$ cat src/rtl/fifo_aw_pkg.sv
// fifo_aw_pkg: shared types and helpers for fifo_adaptive_width.
//   rd_mode_e   : lanes-per-read selector
//   lanes_f     : decodes a read mode into a lane count, capped at max_ratio
//   cnt_width_f : width needed to hold an occupancy of 0..depth
package fifo_aw_pkg;

    typedef enum logic [1:0] {
        MODE_X1  = 2'd0,
        MODE_X2  = 2'd1,
        MODE_X4  = 2'd2,
        MODE_MAX = 2'd3
    } rd_mode_e;

    // MODE_MAX always means the widest configured read, even if 2**3 would differ.
    function automatic int unsigned lanes_f(input logic [1:0] mode, input int unsigned max_ratio);
        int unsigned l;
        l = 32'd1 << mode;
        if (mode == MODE_MAX || l > max_ratio) begin
            l = max_ratio;
        end
        return l;
    endfunction

    function automatic int unsigned cnt_width_f(input int unsigned depth);
        return $clog2(depth + 1);
    endfunction

endpackage

$ cat src/rtl/fifo_adaptive_width_if.sv
// fifo_adaptive_width_if: write/read handshake and status bundle of the adaptive-width FIFO.
//   master : producer/consumer side (drives w_data, wr_en, par_inj, rd_en, rd_mode)
//   slave  : FIFO side (drives full, empty, r_data, r_lanes, count, status_reg, flags)
interface fifo_adaptive_width_if
    import fifo_aw_pkg::*;
#(
    parameter int unsigned DATA_WIDTH = 8,
    parameter int unsigned ADDR_WIDTH = 4,
    parameter int unsigned MAX_RATIO  = 4
) ();
    localparam int unsigned Depth = 2 ** ADDR_WIDTH;
    localparam int unsigned CntW  = cnt_width_f(Depth);
    localparam int unsigned LaneW = $clog2(MAX_RATIO) + 1;

    logic [DATA_WIDTH-1:0]           w_data;
    logic                            wr_en;
    logic                            par_inj;
    logic                            full;
    logic                            rd_en;
    logic [1:0]                      rd_mode;
    logic [MAX_RATIO*DATA_WIDTH-1:0] r_data;
    logic [LaneW-1:0]                r_lanes;
    logic                            empty;
    logic [CntW-1:0]                 count;
    logic [Depth-1:0]                status_reg;
    logic                            almost_full;
    logic                            almost_empty;
    logic                            parity_error;
    logic                            overflow;
    logic                            underflow;

    modport master (
        output w_data, wr_en, par_inj, rd_en, rd_mode,
        input  full, r_data, r_lanes, empty, count, status_reg,
        input  almost_full, almost_empty, parity_error, overflow, underflow
    );

    modport slave (
        input  w_data, wr_en, par_inj, rd_en, rd_mode,
        output full, r_data, r_lanes, empty, count, status_reg,
        output almost_full, almost_empty, parity_error, overflow, underflow
    );

endinterface

$ cat src/rtl/fifo_aw_storage.sv
// fifo_aw_storage: byte array with parity plus a multi-lane registered read port.
//   clk, rst        : clock, synchronous active-high reset (read registers only)
//   wr_fire_i       : store {parity, w_data_i} at wr_ptr_i
//   rd_fire_i       : capture lanes_i bytes starting at rd_ptr_i (wrapping) into r_data_o
//   r_data_o        : lane 0 = oldest byte in the LSBs; lanes >= lanes_i read as 0
//   r_lanes_o       : lane count of the last captured word
//   parity_error_o  : any valid lane of the last captured word had bad parity
module fifo_aw_storage #(
    parameter int unsigned DATA_WIDTH = 8,
    parameter int unsigned ADDR_WIDTH = 4,
    parameter int unsigned DEPTH      = 2 ** ADDR_WIDTH,
    parameter int unsigned MAX_RATIO  = 4,
    parameter int unsigned LaneW      = $clog2(MAX_RATIO) + 1
) (
    input  logic                            clk,
    input  logic                            rst,
    input  logic                            wr_fire_i,
    input  logic [ADDR_WIDTH-1:0]           wr_ptr_i,
    input  logic [DATA_WIDTH-1:0]           w_data_i,
    input  logic                            par_inj_i,
    input  logic                            rd_fire_i,
    input  logic [ADDR_WIDTH-1:0]           rd_ptr_i,
    input  logic [LaneW-1:0]                lanes_i,
    output logic [MAX_RATIO*DATA_WIDTH-1:0] r_data_o,
    output logic [LaneW-1:0]                r_lanes_o,
    output logic                            parity_error_o
);
    // Bit DATA_WIDTH holds the even-parity bit of the stored byte.
    logic [DATA_WIDTH:0]             mem_q [DEPTH];
    logic [MAX_RATIO*DATA_WIDTH-1:0] r_data_q, r_data_d;
    logic [LaneW-1:0]                r_lanes_q;
    logic                            perr_q, perr_d;
    logic [DATA_WIDTH:0]             ent;

    always_ff @(posedge clk) begin
        if (wr_fire_i) begin
            mem_q[wr_ptr_i] <= {(^w_data_i) ^ par_inj_i, w_data_i};
        end
    end

    // Pointer arithmetic in ADDR_WIDTH bits gives the wrap for free.
    always_comb begin
        r_data_d = '0;
        perr_d   = 1'b0;
        ent      = '0;
        for (int i = 0; i < MAX_RATIO; i++) begin
            ent = mem_q[rd_ptr_i + ADDR_WIDTH'(i)];
            if (LaneW'(i) < lanes_i) begin
                r_data_d[i*DATA_WIDTH +: DATA_WIDTH] = ent[DATA_WIDTH-1:0];
                // XOR over data and stored parity is 1 exactly when they disagree.
                perr_d = perr_d | (^ent);
            end
        end
    end

    always_ff @(posedge clk) begin
        if (rst) begin
            r_data_q  <= '0;
            r_lanes_q <= '0;
            perr_q    <= 1'b0;
        end else if (rd_fire_i) begin
            r_data_q  <= r_data_d;
            r_lanes_q <= lanes_i;
            perr_q    <= perr_d;
        end
    end

    assign r_data_o       = r_data_q;
    assign r_lanes_o      = r_lanes_q;
    assign parity_error_o = perr_q;

endmodule

$ cat src/rtl/fifo_adaptive_width.sv
// fifo_adaptive_width: byte-write FIFO returning 1, 2 or 4 bytes per read.
//   clk, rst : single clock, synchronous active-high reset
//   bus      : slave side of fifo_adaptive_width_if (write/read handshake, occupancy,
//              status_reg, almost_* thresholds, parity_error, sticky overflow/underflow)
module fifo_adaptive_width
    import fifo_aw_pkg::*;
#(
    parameter int unsigned DATA_WIDTH = 8,
    parameter int unsigned ADDR_WIDTH = 4,
    parameter int unsigned DEPTH      = 2 ** ADDR_WIDTH,
    parameter int unsigned MAX_RATIO  = 4,
    parameter int unsigned AF_THRESH  = DEPTH - 2,
    parameter int unsigned AE_THRESH  = 2
) (
    input logic                  clk,
    input logic                  rst,
    fifo_adaptive_width_if.slave bus
);
    localparam int unsigned CntW  = cnt_width_f(DEPTH);
    localparam int unsigned LaneW = $clog2(MAX_RATIO) + 1;

    logic [ADDR_WIDTH-1:0]           wr_ptr_q, wr_ptr_d, rd_ptr_q, rd_ptr_d;
    logic [CntW-1:0]                 count_q, count_d;
    logic [DEPTH-1:0]                status_q, status_d;
    logic                            overflow_q, overflow_d, underflow_q, underflow_d;
    logic [LaneW-1:0]                lanes;
    logic [CntW-1:0]                 lanes_cnt;
    logic                            full, empty, wr_fire, rd_fire;
    logic [MAX_RATIO*DATA_WIDTH-1:0] r_data;
    logic [LaneW-1:0]                r_lanes;
    logic                            parity_error;

    assign lanes     = LaneW'(lanes_f(bus.rd_mode, MAX_RATIO));
    assign lanes_cnt = CntW'(lanes);
    assign full      = (count_q == CntW'(DEPTH));
    assign empty     = (count_q < lanes_cnt);
    // No write-through: a full FIFO rejects writes even while a read frees space.
    assign wr_fire   = bus.wr_en & ~full;
    assign rd_fire   = bus.rd_en & ~empty;

    always_comb begin
        wr_ptr_d    = wr_ptr_q;
        rd_ptr_d    = rd_ptr_q;
        status_d    = status_q;
        count_d     = count_q + CntW'(wr_fire) - (rd_fire ? lanes_cnt : '0);
        overflow_d  = overflow_q | (bus.wr_en & full);
        underflow_d = underflow_q | (bus.rd_en & empty);
        if (rd_fire) begin
            rd_ptr_d = rd_ptr_q + ADDR_WIDTH'(lanes);
            for (int i = 0; i < MAX_RATIO; i++) begin
                if (LaneW'(i) < lanes) begin
                    status_d[rd_ptr_q + ADDR_WIDTH'(i)] = 1'b0;
                end
            end
        end
        // Applied after the clear so a write into a just-freed slot wins.
        if (wr_fire) begin
            wr_ptr_d           = wr_ptr_q + ADDR_WIDTH'(1);
            status_d[wr_ptr_q] = 1'b1;
        end
    end

    always_ff @(posedge clk) begin
        if (rst) begin
            wr_ptr_q    <= '0;
            rd_ptr_q    <= '0;
            count_q     <= '0;
            status_q    <= '0;
            overflow_q  <= 1'b0;
            underflow_q <= 1'b0;
        end else begin
            if (wr_fire) begin
                wr_ptr_q <= wr_ptr_d;
            end
            if (rd_fire) begin
                rd_ptr_q <= rd_ptr_d;
            end
            if (wr_fire | rd_fire) begin
                count_q  <= count_d;
                status_q <= status_d;
            end
            overflow_q  <= overflow_d;
            underflow_q <= underflow_d;
        end
    end

    fifo_aw_storage #(
        .DATA_WIDTH (DATA_WIDTH),
        .ADDR_WIDTH (ADDR_WIDTH),
        .DEPTH      (DEPTH),
        .MAX_RATIO  (MAX_RATIO),
        .LaneW      (LaneW)
    ) u_storage (
        .clk            (clk),
        .rst            (rst),
        .wr_fire_i      (wr_fire),
        .wr_ptr_i       (wr_ptr_q),
        .w_data_i       (bus.w_data),
        .par_inj_i      (bus.par_inj),
        .rd_fire_i      (rd_fire),
        .rd_ptr_i       (rd_ptr_q),
        .lanes_i        (lanes),
        .r_data_o       (r_data),
        .r_lanes_o      (r_lanes),
        .parity_error_o (parity_error)
    );

    assign bus.full         = full;
    assign bus.empty        = empty;
    assign bus.count        = count_q;
    assign bus.status_reg   = status_q;
    assign bus.almost_full  = (count_q >= CntW'(AF_THRESH));
    assign bus.almost_empty = (count_q <= CntW'(AE_THRESH));
    assign bus.overflow     = overflow_q;
    assign bus.underflow    = underflow_q;
    assign bus.r_data       = r_data;
    assign bus.r_lanes      = r_lanes;
    assign bus.parity_error = parity_error;

endmodule

$ cat src/flat_wrapper.sv
// flat-port wrapper written by rule: the top's interface ports become plain ports
module fifo_adaptive_width_flat import fifo_aw_pkg::*;
#(
    parameter int unsigned DATA_WIDTH = 8,
    parameter int unsigned ADDR_WIDTH = 4,
    parameter int unsigned DEPTH      = 2 ** ADDR_WIDTH,
    parameter int unsigned MAX_RATIO  = 4,
    parameter int unsigned AF_THRESH  = DEPTH - 2,
    parameter int unsigned AE_THRESH  = 2
)
  (clk, rst, bus_w_data, bus_wr_en, bus_par_inj, bus_rd_en, bus_rd_mode, bus_full, bus_r_data, bus_r_lanes, bus_empty, bus_count, bus_status_reg, bus_almost_full, bus_almost_empty, bus_parity_error, bus_overflow, bus_underflow);
  fifo_adaptive_width_if #(.DATA_WIDTH(DATA_WIDTH), .ADDR_WIDTH(ADDR_WIDTH), .MAX_RATIO(MAX_RATIO)) bus_i ();
  input logic clk;
  input logic rst;
  input wire logic [$bits(bus_i.w_data)-1:0] bus_w_data;
  input wire logic [$bits(bus_i.wr_en)-1:0] bus_wr_en;
  input wire logic [$bits(bus_i.par_inj)-1:0] bus_par_inj;
  input wire logic [$bits(bus_i.rd_en)-1:0] bus_rd_en;
  input wire logic [$bits(bus_i.rd_mode)-1:0] bus_rd_mode;
  output wire logic [$bits(bus_i.full)-1:0] bus_full;
  output wire logic [$bits(bus_i.r_data)-1:0] bus_r_data;
  output wire logic [$bits(bus_i.r_lanes)-1:0] bus_r_lanes;
  output wire logic [$bits(bus_i.empty)-1:0] bus_empty;
  output wire logic [$bits(bus_i.count)-1:0] bus_count;
  output wire logic [$bits(bus_i.status_reg)-1:0] bus_status_reg;
  output wire logic [$bits(bus_i.almost_full)-1:0] bus_almost_full;
  output wire logic [$bits(bus_i.almost_empty)-1:0] bus_almost_empty;
  output wire logic [$bits(bus_i.parity_error)-1:0] bus_parity_error;
  output wire logic [$bits(bus_i.overflow)-1:0] bus_overflow;
  output wire logic [$bits(bus_i.underflow)-1:0] bus_underflow;
  assign bus_i.w_data = bus_w_data;
  assign bus_i.wr_en = bus_wr_en;
  assign bus_i.par_inj = bus_par_inj;
  assign bus_i.rd_en = bus_rd_en;
  assign bus_i.rd_mode = bus_rd_mode;
  assign bus_full = bus_i.full;
  assign bus_r_data = bus_i.r_data;
  assign bus_r_lanes = bus_i.r_lanes;
  assign bus_empty = bus_i.empty;
  assign bus_count = bus_i.count;
  assign bus_status_reg = bus_i.status_reg;
  assign bus_almost_full = bus_i.almost_full;
  assign bus_almost_empty = bus_i.almost_empty;
  assign bus_parity_error = bus_i.parity_error;
  assign bus_overflow = bus_i.overflow;
  assign bus_underflow = bus_i.underflow;
  fifo_adaptive_width #(.DATA_WIDTH(DATA_WIDTH), .ADDR_WIDTH(ADDR_WIDTH), .DEPTH(DEPTH), .MAX_RATIO(MAX_RATIO), .AF_THRESH(AF_THRESH), .AE_THRESH(AE_THRESH)) u_core (.clk(clk), .rst(rst), .bus(bus_i));
endmodule
$ cat config.mk
export PLATFORM = sky130hd
export DESIGN_NAME = fifo_adaptive_width_flat
export DESIGN_NICKNAME = d
export VERILOG_FILES = /design/src/rtl/fifo_aw_pkg.sv /design/src/rtl/fifo_adaptive_width_if.sv /design/src/rtl/fifo_aw_storage.sv /design/src/rtl/fifo_adaptive_width.sv /design/src/flat_wrapper.sv
export SDC_FILE = /design/constraint.sdc
export NUM_CORES = 1
export LEC_CHECK = 0
export CAP_MARGIN = 20
export CORE_UTILIZATION = 55
export DETAILED_ROUTE_END_ITERATION = 16
export PLACE_DENSITY = 0.75
export RECOVER_POWER = 25
export SYNTH_ARGS = -nofsm -noshare
export SYNTH_HDL_FRONTEND = slang
export SYNTH_SLANG_ARGS = --single-unit
export TNS_END_PERCENT = 30
$ cat constraint.sdc
create_clock -name clk -period 10.65 [get_ports clk]
set_input_delay 2.13 -clock clk [delete_from_list [all_inputs] [get_ports clk]]
set_output_delay 2.13 -clock clk [all_outputs]
set_load 0.01 [all_outputs]
==> out/results.ini <==
[cells_and_area]
finalCoreUtilization=0.634
area_delta_synth_final_pct=12.9
largest_reg_flops=144
layout_commonest_cell=mux4_2
final_nets=970
drive_gt1_frac=0.251
diodes=0
final_cell_mix=mux4_2 (168), edfxtp_1 (144), clkdlybuf4s50_1 (69), dfxtp_1 (68), nor2_1 (55)

[clocking]
clk_latency_ns=0.53
tritoncts=done
holdBufCountCts=0
path_clk_slew_ns=0.06
cts_setup_buffers=0
numClockSinks=215
htree_levels=1
cts_resized=0
numCtsBuffers=24
cts_root_buf=clkbuf_16
clock_tree.buffer_depth=3

[synth]
avgSynthCellArea_sq_um=14.4
synthCells=882
syn-num-nets=922
synth_edf_count=144
ys_async_sr_fraction=0
ys_warn_count=0
ys_types=46
ys_ff_latch=215
ys_seq_area_frac=0.452
synth_top_flop_cell=edfxtp_1
syn_area_sq_um=12700

[detailed_routing]
vias=8919
wire_per_inst_microns=27.9
antenna_left=0
dr.pass1.iters=6
finalWirelength_mm=34.3
drtIter0Drc=971
drcViolationCount=0
avgViaCountPerCell=7.24

[setup_path]
arrival_ns=4.41
start_kind=input pin
r2r_slack_ns=5.77
cp_data_required_time_ns=8.52
critPathTopFamily=buffers and inverters
timing.rr.start=u_core.rd_ptr_q[0]
end_kind=output port
ff2ff_path_depth=10
slowest_stage=clkdlybuf4s50_1
slowest_delay_ns=0.61
critPathKind=in2out
cp_max_fo=11
crit_path_frequent_cell=clkdlybuf4s50_1
path_buf_inv=2
timing.rr.end=u_core.u_storage.parity_error_o
path_cells=clkdlybuf4s50_1 > nand2b_1 > ha_1 > o21ai_0 > a22oi_1 > nor2b_1 > clkdlybuf4s50_1

[worst_hold_path]
hold_class=reg2reg
hold_end=u_core.u_storage.r_data_o[3]
hold_depth=2
hold_start=u_core.u_storage.r_data_o[3]

[timing]
setup_viol=0
final_max_slew_viol_count=69
rsz0062_at_grt=false
fin_crit_sh=0.614
worst_slew_pin_slew_ns=2.90
fmax_mhz=153
min_period_ns=6.54
fin_skew_ns=0.0110
hold_ws_ns=0.454
finalHoldViolCount=0
relSlewSlack=-0.933
tns_ns=0

[floorplan]
start_util=0.562
num_rows=55
die_y_microns=154
fp.dieW_microns=154
coreArea_sq_um=22600
die_area_sq_um=23700
ioPinCount=78

[power_and_ir_drop]
p_comb_frac=0.472
switching_share=0.357
p_total_w=0.00348
pwr-share-clk=0.230
powerDensity_nw_per_um2=243
pwr-share-seq=0.298
p_switching_w=0.00124
p_int_w=0.00224
ir_worst_vdd_v=0.000118
p_leak_nw=4.68

[grt]
grtUsageTotal=0.297
grt_pass1_vias=8461
use_met2=0.457
grt-ovfl-total=0
grt_pass1_wl_mm=52.0
antenna_found_initial=0
grt_util_met1=0.407
use_met3=0.0741
grt_max_degree=69
grt_busiest_layer=met2

[status]
violations=capacitance limit, slew limit
status=finished, violations left

[flow_run]
drv_cap=1

[place]
port_buffers=77
dp_hpwl_mm=22.1
gp_congestion=0.904

[cells in the mapped netlist (5+ instances only)]
master / count / area [sq um]
clkbuf_1: 32 / 120
buf_1: 7 / 26.3
xnor2_1: 32 / 280
nor2b_1: 9 / 56.3
nand3_1: 28 / 140
edfxtp_1: 144 / 4320
inv_1: 27 / 101
a32oi_1: 9 / 78.8
buf_6: 12 / 135
mux4_2: 168 / 3780
a31oi_1: 5 / 31.3
xor2_1: 11 / 96.3
and3_1: 9 / 56.3
nor2_1: 55 / 206
a22oi_1: 37 / 278
buf_2: 19 / 95.1
a21oi_1: 44 / 220
mux2i_1: 11 / 110
nand4_1: 5 / 31.3
ha_1: 23 / 288
dfxtp_1: 71 / 1420
nand2_1: 53 / 199
o21ai_0: 10 / 50.1
o221ai_1: 12 / 105
[worst min-delay path, cell delays in order (launching register included)]
cell and delay [ns]:
dfxtp_1 0.31, nand2_1 0.05, a21oi_1 0.05
[worst max-delay path by stage]
stage / startpoint / end / slack (ns) / depth (start not counted)
finish: bus_rd_mode[1] / bus_empty / 4.11 / 7
floorplan: bus_rd_mode[1] / u_core.bus.count[4] / 4.97 / 19
global route: bus_rd_mode[1] / bus_empty / 3.86 / 7
global placement: bus_rd_mode[1] / u_core.bus.count[4] / 4.12 / 17
detailed placement: bus_rd_mode[1] / u_core.bus.count[4] / 4.05 / 17
CTS: bus_rd_mode[1] / bus_empty / 4.11 / 7
[power groups by stage]
stage | Clock [W] | Sequential [W] | Combinational [W]
6_report | 0.000801 | 0.00104 | 0.00165
5_1_grt | 0.000826 | 0.00105 | 0.00174
4_1_cts | 0.000799 | 0.00104 | 0.00164
3_5_place_dp | 0 | 0.00105 | 0.00162
3_3_place_gp | 0 | 0.00105 | 0.00161
2_1_floorplan | 0 | 0.00105 | 0.00118
[area by class of cell]
class                      instances  area [sq um]
clock buffer                      27           612
tap                              285           357
clock inverter                    16           140
timing repair buffer              96           905
sequential                       215          5750
inverter                          31           116
fill                            1630          8280
multi-input combinational        562          6470
[per-layer routing]
layer,routed length [microns],vias to the layer above
li1,-,3660
met1,12700,4454
met2,15600,689
met3,4430,116
met4,1540,0
met5,0,-
[logic make-up after synthesis]
kind of cell	after synthesis	synth area share
AND/OR/NAND/NOR	170	0.0598
buffers and inverters	105	0.0411
adder cells (fa/ha/maj)	25	0.0258
flip-flops	215	0.452
multiplexers	179	0.306
AO/OA/AOI/OAI	136	0.0725
XOR/XNOR	52	0.0431
[per-stage QoR]
step	instance area [sq um]	worst slack [ns]	instances
finish	14400	4.11	1232
global route	14400	3.86	1232
CTS	14300	4.11	1230
detailed placement	13600	4.05	1187
global placement	13600	4.12	1187
floorplan	12700	4.97	882
Note: power is estimated with default switching activity, not from simulation.
